$ cat src/rtl/ccff_bitstream_loader_pkg.sv
// Shared definitions for the configuration-chain loader: FSM state encoding
// and CRC-16/CCITT constants plus a single-bit CRC step helper.
package ccff_pkg;

  typedef enum logic [1:0] {
    IDLE = 2'd0,
    LOAD = 2'd1,
    DONE = 2'd2
  } ccff_state_e;

  localparam logic [15:0] CRC16_POLY = 16'h1021;
  localparam logic [15:0] CRC16_INIT = 16'hFFFF;

  // One serial CRC-16 step, MSB-first (feedback = crc[15] ^ incoming bit).
  function automatic logic [15:0] crc16_step(input logic [15:0] crc, input logic bit_in);
    logic fb;
    fb = crc[15] ^ bit_in;
    return {crc[14:0], 1'b0} ^ (fb ? CRC16_POLY : 16'h0000);
  endfunction

endpackage

$ cat src/rtl/ccff_bitstream_loader_if.sv
// Byte-stream valid/ready channel feeding the configuration-chain loader.
// The host side uses the master modport, the loader the slave modport.
interface ccff_bitstream_loader_if;
  logic [7:0] s_data;
  logic       s_valid;
  logic       s_ready;

  modport master (output s_data, output s_valid, input s_ready);
  modport slave  (input s_data, input s_valid, output s_ready);
endinterface

$ cat src/rtl/ccff_bitstream_loader_crc16.sv
// Serial CRC-16/CCITT accumulator: one bit per enabled cycle, synchronous
// clear to the CRC seed; clear has priority over enable.
module ccff_crc16
  import ccff_pkg::*;
(
  input  logic        clk,
  input  logic        rst_n,
  input  logic        clr,
  input  logic        en,
  input  logic        din,
  output logic [15:0] crc
);

  logic [15:0] crc_q, crc_d;

  // Next CRC value: seed on clear, advance one bit on enable.
  always_comb begin
    crc_d = crc_q;
    if (clr) begin
      crc_d = CRC16_INIT;
    end else if (en) begin
      crc_d = crc16_step(crc_q, din);
    end
  end

  // CRC register; reads as zero out of reset until the first clear.
  always_ff @(posedge clk or negedge rst_n) begin
    if (!rst_n) crc_q <= 16'h0000;
    else        crc_q <= crc_d;
  end

  assign crc = crc_q;

endmodule

$ cat src/rtl/ccff_bitstream_loader.sv
// Configuration-chain (ccff) loader: takes bytes over a valid/ready channel and
// serialises exactly CHAIN_LEN bits MSB-first onto ccff_head, with ccff_shift_en
// qualifying each chain advance. A 1-byte holding register backs an 8-bit shift
// register so a continuous stream shifts one bit per cycle without bubbles.
// Optional feature macro: CCFF_LOADER_CRC_EN (CRC-16 of the ccff_tail stream).
module ccff_bitstream_loader
  import ccff_pkg::*;
#(
  parameter  int CHAIN_LEN = 11,
  localparam int CNT_W     = $clog2(CHAIN_LEN + 1)
) (
  input  logic                  prog_clk,
  input  logic                  prog_reset_n,
  input  logic                  cfg_start,
  input  logic                  cfg_abort,
  ccff_bitstream_loader_if.slave s_if,
  output logic                  ccff_head,
  output logic                  ccff_shift_en,
  input  logic                  ccff_tail,
  output logic                  cfg_busy,
  output logic                  cfg_done,
  output logic                  cfg_err,
  output logic [CNT_W-1:0]      bit_count,
  output logic [15:0]           tail_crc
);

  localparam logic [CNT_W-1:0] LAST_BIT = CNT_W'(CHAIN_LEN);

  ccff_state_e      state_q, state_d;
  logic [7:0]       hold_q, hold_d;
  logic             hold_full_q, hold_full_d;
  logic [7:0]       shift_q, shift_d;
  logic [3:0]       shift_cnt_q, shift_cnt_d;   // bits still held in shift_q
  logic             head_q, head_d;
  logic             shift_en_q, shift_en_d;
  logic [CNT_W-1:0] bit_count_q, bit_count_d;
  logic             done_q, done_d;
  logic             err_q, err_d;
  logic             crc_clr;
  logic             accept;
  logic             emit;

  assign cfg_busy     = (state_q == LOAD);
  assign s_if.s_ready = cfg_busy & ~hold_full_q;
  assign accept       = s_if.s_valid & s_if.s_ready;

  // Next-state, datapath and status computation; abort overrides everything.
  always_comb begin
    state_d     = state_q;
    hold_d      = hold_q;
    hold_full_d = hold_full_q;
    shift_d     = shift_q;
    shift_cnt_d = shift_cnt_q;
    head_d      = head_q;
    shift_en_d  = 1'b0;
    bit_count_d = bit_count_q;
    done_d      = done_q;
    err_d       = err_q;
    crc_clr     = 1'b0;
    emit        = 1'b0;

    case (state_q)
      IDLE, DONE: begin
        if (cfg_start) begin
          state_d     = LOAD;
          done_d      = 1'b0;
          err_d       = 1'b0;
          bit_count_d = '0;
          crc_clr     = 1'b1;
          hold_full_d = 1'b0;
          shift_cnt_d = 4'd0;
        end
      end
      LOAD: begin
        if (bit_count_q == LAST_BIT) begin
          // Chain is full: discard pad bits and any byte still buffered.
          state_d     = DONE;
          done_d      = 1'b1;
          hold_full_d = 1'b0;
          shift_cnt_d = 4'd0;
        end else begin
          if (shift_cnt_q != 4'd0) begin
            emit        = 1'b1;
            head_d      = shift_q[7];
            shift_d     = {shift_q[6:0], 1'b0};
            shift_cnt_d = shift_cnt_q - 4'd1;
          end else if (hold_full_q) begin
            // Shift reg empty: take the MSB straight from the holding reg and
            // refill the shift reg in the same cycle to avoid a bubble.
            emit        = 1'b1;
            head_d      = hold_q[7];
            shift_d     = {hold_q[6:0], 1'b0};
            shift_cnt_d = 4'd7;
            hold_full_d = 1'b0;
          end
          if (emit) begin
            shift_en_d  = 1'b1;
            bit_count_d = bit_count_q + CNT_W'(1);
          end
          // s_ready implies the holding reg was empty at the start of the cycle.
          if (accept) begin
            hold_d      = s_if.s_data;
            hold_full_d = 1'b1;
          end
        end
      end
      default: state_d = IDLE;
    endcase

    if (cfg_abort) begin
      state_d     = IDLE;
      err_d       = 1'b1;
      done_d      = done_q;
      shift_en_d  = 1'b0;
      head_d      = head_q;
      bit_count_d = bit_count_q;
      hold_full_d = 1'b0;
      shift_cnt_d = 4'd0;
      crc_clr     = 1'b0;
    end
  end

  // State and datapath registers.
  always_ff @(posedge prog_clk or negedge prog_reset_n) begin
    if (!prog_reset_n) begin
      state_q     <= IDLE;
      hold_q      <= 8'h00;
      hold_full_q <= 1'b0;
      shift_q     <= 8'h00;
      shift_cnt_q <= 4'd0;
      head_q      <= 1'b0;
      shift_en_q  <= 1'b0;
      bit_count_q <= '0;
      done_q      <= 1'b0;
      err_q       <= 1'b0;
    end else begin
      state_q     <= state_d;
      hold_q      <= hold_d;
      hold_full_q <= hold_full_d;
      shift_q     <= shift_d;
      shift_cnt_q <= shift_cnt_d;
      head_q      <= head_d;
      shift_en_q  <= shift_en_d;
      bit_count_q <= bit_count_d;
      done_q      <= done_d;
      err_q       <= err_d;
    end
  end

  assign ccff_head     = head_q;
  assign ccff_shift_en = shift_en_q;
  assign cfg_done      = done_q;
  assign cfg_err       = err_q;
  assign bit_count     = bit_count_q;

`ifdef CCFF_LOADER_CRC_EN
  // Signs the bits leaving the chain tail, i.e. the previous configuration.
  ccff_crc16 u_crc (
    .clk   (prog_clk),
    .rst_n (prog_reset_n),
    .clr   (crc_clr),
    .en    (shift_en_q),
    .din   (ccff_tail),
    .crc   (tail_crc)
  );
`else
  logic unused_crc_inputs;
  assign unused_crc_inputs = ccff_tail ^ crc_clr;
  assign tail_crc          = 16'h0000;
`endif

endmodule

$ cat src/flat_wrapper.sv
// flat-port wrapper written by rule: the top's interface ports become plain ports
module ccff_bitstream_loader_flat import ccff_pkg::*;
#(
  parameter  int CHAIN_LEN = 11,
  localparam int CNT_W     = $clog2(CHAIN_LEN + 1)
)
  (prog_clk, prog_reset_n, cfg_start, cfg_abort, ccff_head, ccff_shift_en, ccff_tail, cfg_busy, cfg_done, cfg_err, bit_count, tail_crc, s_if_s_data, s_if_s_valid, s_if_s_ready);
  ccff_bitstream_loader_if s_if_i ();
  input  logic prog_clk;
  input  logic prog_reset_n;
  input  logic cfg_start;
  input  logic cfg_abort;
  output logic ccff_head;
  output logic ccff_shift_en;
  input  logic ccff_tail;
  output logic cfg_busy;
  output logic cfg_done;
  output logic cfg_err;
  output logic [CNT_W-1:0] bit_count;
  output logic [15:0] tail_crc;
  input wire logic [$bits(s_if_i.s_data)-1:0] s_if_s_data;
  input wire logic [$bits(s_if_i.s_valid)-1:0] s_if_s_valid;
  output wire logic [$bits(s_if_i.s_ready)-1:0] s_if_s_ready;
  assign s_if_i.s_data = s_if_s_data;
  assign s_if_i.s_valid = s_if_s_valid;
  assign s_if_s_ready = s_if_i.s_ready;
  ccff_bitstream_loader #(.CHAIN_LEN(CHAIN_LEN)) u_core (.prog_clk(prog_clk), .prog_reset_n(prog_reset_n), .cfg_start(cfg_start), .cfg_abort(cfg_abort), .s_if(s_if_i), .ccff_head(ccff_head), .ccff_shift_en(ccff_shift_en), .ccff_tail(ccff_tail), .cfg_busy(cfg_busy), .cfg_done(cfg_done), .cfg_err(cfg_err), .bit_count(bit_count), .tail_crc(tail_crc));
endmodule
$ cat config.mk
export PLATFORM = sky130hd
export DESIGN_NAME = ccff_bitstream_loader_flat
export DESIGN_NICKNAME = d
export VERILOG_FILES = /design/src/rtl/ccff_bitstream_loader_pkg.sv /design/src/rtl/ccff_bitstream_loader_if.sv /design/src/rtl/ccff_bitstream_loader_crc16.sv /design/src/rtl/ccff_bitstream_loader.sv /design/src/flat_wrapper.sv
export SDC_FILE = /design/constraint.sdc
export NUM_CORES = 1
export LEC_CHECK = 0
export BUFFER_PORTS_ARGS = -buffer_cell sky130_fd_sc_hd__clkbuf_2
export CORE_MARGIN = 2
export CORE_UTILIZATION = 45
export CTS_CLUSTER_SIZE = 40
export DETAILED_ROUTE_END_ITERATION = 8
export PLACE_DENSITY = 0.7
export SLEW_MARGIN = 20
export SYNTH_ARGS = -nofsm -noshare
export SYNTH_HDL_FRONTEND = slang
export SYNTH_SLANG_ARGS = --single-unit
$ cat constraint.sdc
create_clock -name prog_clk -period 2 [get_ports prog_clk]
set_input_delay 0.4 -clock prog_clk [delete_from_list [all_inputs] [get_ports prog_clk]]
set_output_delay 0.4 -clock prog_clk [all_outputs]
set_load 0.01 [all_outputs]
# Word level (Yosys, flattened, before mapping)
# Index checks and enable logic that the tools add are counted.
[word_totals] regBits=31 latch_bits=0 ramBits=0 romBits=0 output_inout_bits=26 elab_cells=80 mem_count=0
[op_classes] addsub=2 n_mul=0 div=0 n_lt_le_gt_ge=0 n_eq_ne=11 shift=0 n_mux=35 bitwise_logic=5 n_reduce_logical=17
[ops] operator="4-bit two-way mux" n=7
[ops] operator="1-bit two-way mux" n=18
[ops] operator="8-bit two-way mux" n=2
[ops] operator="4-bit one-hot mux with 2 select lines" n=2
[ops] operator="3-bit AND reduction" n=4
[ops] operator="5-bit != test (second input constant)" n=2
[ops] operator="2-bit != test (second input constant)" n=4
[ops] operator="4-bit AND reduction" n=2
[ops] operator="2-bit nonzero test" n=4
[ops] operator="2-bit two-way mux" n=3
[ops] operator="3-bit != test (second input constant)" n=2
[ops] operator="5-bit AND reduction" n=1
[ops] operator="4-bit by 1-bit adder with 4-bit output (second input constant)" n=1
[ops] operator="4-bit == test (second input constant)" n=1
[ops] operator="1-bit one-hot mux with 2 select lines" n=2
[ops] operator="2-bit one-hot mux with 2 select lines" n=1
[ops] operator="2-bit AND reduction" n=2
[ops] operator="4-bit nonzero test" n=1
[ops] operator="4-bit by 1-bit subtractor with 4-bit output (second input constant)" n=1
[ops] operator="1-bit NOT" n=3
[ops] operator="3-bit nonzero test" n=1
[ops] operator="1-bit AND" n=2
[ops] operator="2-bit by 1-bit == test with 1-bit output (second input constant)" n=1
[ops] operator="2-bit == test (second input constant)" n=1
[ops] operator="2 further kinds" n=2

# Longest topological paths before layout
[logic_depth] depth_word=8 mapped_depth=7 mapped_depth_nobuf=6

# Least setup slack after synthesis
# Ideal clock, no wire load.
[synth_timing] path_kind="reg2reg" start="reg u_core.shift_cnt_q[0]" end="reg u_core.bit_count_q[0], in the netlist u_core.bit_count[0]" setup_time_ns=0.125 arrival_ns=1.619 t_required_ns=1.875 setup_slack_ns=0.256 path_stages_with_launch=7 period_less_slack_ns=1.744 path_cell_list="dfrtp_1 -> inv_1 -> ha_1 -> or4b_4 -> and3_1 -> buf_6 -> mux2_2"
[synth_between] elab_chain_len=6
[synth_lines] item="start, declared" line_no="ccff_bitstream_loader.sv:33" text="logic [3:0] shift_cnt_q, shift_cnt_d;"
[synth_lines] item="start signal, assigned" line_no="ccff_bitstream_loader.sv:141" text="shift_cnt_q <= shift_cnt_d;"
[synth_lines] item="4-bit nonzero test" line_no="ccff_bitstream_loader.sv:82" text="if (shift_cnt_q != 4'd0) begin"
[synth_lines] item="1-bit two-way mux" line_no="ccff_bitstream_loader.sv:82"
[synth_lines] item="1-bit two-way mux" line_no="ccff_bitstream_loader.sv:75" text="if (bit_count_q == LAST_BIT) begin"
[synth_lines] item="1-bit two-way mux" line_no="ccff_bitstream_loader.sv:62" text="case (state_q)"
[synth_lines] item="2-bit != test (no line)"
[synth_lines] item="5-bit AND reduction (no line)"
[synth_lines] item="end signal, assigned" line_no="ccff_bitstream_loader.sv:144" text="bit_count_q <= bit_count_d;"
[synth_lines] item="end, declared" line_no="ccff_bitstream_loader.sv:36" text="logic [CNT_W-1:0] bit_count_q, bit_count_d;"
# No other way between the ends. The select of a mux whose other input is x is not followed.
# A chain may end at the register's enable or synchronous reset.

# Worst setup path in the final report
# Same ends and word-level chain as after synthesis.

==> results.toml <==
[sta]
timing.setup.tns_ns = 0
maxSlewViolCount = 0
setup_viol = 0
hold_slack_ns = 0.111
hold_violations = 0
finClkSkew_ns = 0.00256
tightest_slew_ns = 0.729
fin_crit_sh_pct = 90.9
fin_crit_ns = 1.82
rsz0062_at_grt = "false"
slew_headroom_pct = 51.4
fmax_mhz = 550

[setup_path]
critPathMaxFanout = 6
cp_data_arrival_time_ns = 2.04
slowest_stage = "or4b_4"
startpoint = "u_core.shift_cnt_q[0]"
critPathBufInv = 1
worstSetupStartpointType = "register"
max_stage_delay_ns = 0.49
crit_type = "register to register"
crit_path_end_kind = "register"
crit-reg2reg-launch = "u_core.shift_cnt_q[0]"
cp_cell_sequence = "inv_1 -> ha_1 -> or4b_4 -> and3_1 -> mux2_2"
critPathRequiredTime_ns = 2.22
r2r_setup_slack_ns = 0.18
r2r_cells = 5
critPathCapture = "u_core.bit_count[0]"
crit_cells = 5
worstReg2RegEnd = "u_core.bit_count[0]"
crit_family = "simple AND/OR/NAND/NOR gates"

[synth]
ys_top_cells_by_area = "dfrtp_1 (49%), buf_4 (7.9%), mux2_2 (6.6%)"
yosys_warnings = 0
synth_seq_area_share_pct = 49.2
synth_edf_count = 0
synth_area_um2 = 1530
async_flop_share_pct = 100
yosys_register_bits = 30
syn_area_per_cell_um2 = 10.6
synthMostInstantiatedCell = "dfrtp_1"
synth_cell_type_count = 35
synthCells = 144
synth_top_area_share_pct = 49.2
yosys.area.top_type = "dfrtp_1"
yosys-top-cells-count = "dfrtp_1 (30), nor2_1 (17), buf_4 (16)"
yosys_most_used_dff = "dfrtp_1"

[power]
p_leak_uw = 0.000898
seqPwrFrac_pct = 41.0
powerDensity_nw_per_um2 = 1220
p_int_uw = 1510
switching_share_pct = 29.3
combPwrFrac_pct = 29.3
p_clk_share_pct = 29.8
irDropWorstVdd_uv = 555
switchingPower_uw = 626

[floorplan]
start_util_pct = 46.4
dieArea_um2 = 3870
io_pins = 40
die_y_um = 62.2
core_area_um2 = 3280
die-width_um = 62.2
fp-row-count = 21

[drt]
wl_met3_um = 129
met2_length_um = 1320
route.top_layer_used = "met4"
wl_um = 2670
avgRoutedWirePerCell_um = 12.1
drc_errors = 0
drtIter0Drc = 48
drt-met1-wl_um = 1170
vias_per_cell = 4.96
postRouteAntennaNets = 0
routed-via-count = 1096
dr.pass1.iters = 4

[finish]
fin_nets = 190
layout-drive-gt1-share_pct = 27.4
diodes = 0
syn_to_final_growth_pct = 15.2

[placement]
port_buffers = 22
gp_congestion = 0.890
hpwlAfterDp_um = 1960

[global_route]
grt-ovfl-total = 0
track_usage_pct = 15.1
grt_pass1_vias = 1034
grt_pass1_wl_um = 4640
grt_max_degree = 31
grt_antenna_before_repair = 0

[clock_network]
clock_path_buffers = 2
clkSinkCount = 30
cts_setup_buffers = 0
cts_hold_buf = 0
cts_tree = "built"
clkTransAtPathRegs_ns = 0.09
cts.repair.resized = 0
root_buffer = "clkbuf_4"
h-tree-depth = 2
insertion_delay_ns = 0.33
cts_buffers = 5

[worst_hold_path]
hp-class = "primary input to async pin"

[run]
maxCapViolCount = 0

[status]
status = "complete, no violations"
## cells in the final DEF (no fill, tap or decap), types with 5 or more instances in the layout
cell	count
dfrtp_1	30
clkbuf_2	22
nor2_1	17
conb_1	16
a21oi_1	10
mux2_2	9
o21ai_0	8
mux2i_1	7
inv_1	6
clkbuf_4	5
buf_4	5
## flip-flops by register name, summed over array words and instances, names as in the netlist
signal                cells
u_core.cfg_done           1
u_core.hold_full_q        1
u_core.shift_q            7
u_core.state_q            2
u_core.ccff_head          1
u_core.ccff_shift_en      1
u_core.bit_count          4
u_core.cfg_err            1
u_core.hold_q             8
u_core.shift_cnt_q        4
## final cells by class
cell class                      instances  area (um2)
Multi-Input combinational cell        104         667
Timing Repair Buffer                   27         148
Inverter                                6        22.5
Clock inverter                          2        60.1
Fill cell                             313        1530
Tap cell                               46        57.6
Clock buffer                            6        51.3
Sequential cell                        30         751
## layer usage
layer	vias to the layer above	track usage (%)
li1	533	-
met1	528	18.2
met2	28	24.9
met3	7	4.53
met4	0	6.94
met5	-	0
## metrics by stage
| step | worst slack (ns) | power (uW) | cell area, um2 | cells | util (%) |
|---|---|---|---|---|---|
| 2_1_floorplan | 0.256 | 1360 | 1580 | 159 | - |
| 3_3_place_gp | 0.233 | 1490 | 1650 | 213 | 50.1 |
| 3_5_place_dp | 0.197 | 1520 | 1650 | 213 | 50.1 |
| 4_1_cts | 0.179 | 2160 | 1760 | 221 | 53.5 |
| 5_1_grt | 0.0793 | 2290 | 1760 | 221 | 53.5 |
| 6_report | 0.182 | 2140 | 1760 | 221 | 53.5 |
## kinds of logic (layout without fill, tap and decap cells)
| logic type | after synthesis | after routing | share of synthesized area, % |
|---|---|---|---|
| adder cells (fa/ha/maj) | 2 | 2 | 1.64 |
| AO/OA/AOI/OAI | 28 | 28 | 11.1 |
| other | 1 | 16 | 0.246 |
| buffers and inverters | 25 | 41 | 10.7 |
| multiplexers | 16 | 16 | 11.2 |
| flip-flops | 30 | 30 | 49.2 |
| AND/OR/NAND/NOR | 42 | 42 | 15.8 |
## worst min path at each step
stage	start	slack (ns)	cells after the start	endpoint
4_1_cts	prog_reset_n	0.13	1	u_core.state_q[0]
3_5_place_dp	u_core.hold_q[0]	0.49	2	u_core.shift_q[1]
2_1_floorplan	prog_reset_n	0.10	0	u_core.bit_count[0]
6_report	prog_reset_n	0.11	1	u_core.state_q[0]
3_3_place_gp	u_core.hold_q[0]	0.48	2	u_core.shift_q[1]
5_1_grt	prog_reset_n	0.16	1	u_core.hold_q[3]
## power by group through the flow
stage	clock [uW]	sequential, uW	combinational (uW)
floorplan	0	879	478
finish	636	876	625
global placement	0	881	613
global route	677	905	706
detailed placement	0	890	631
CTS	647	876	635
(Power assumes the default switching activity.)
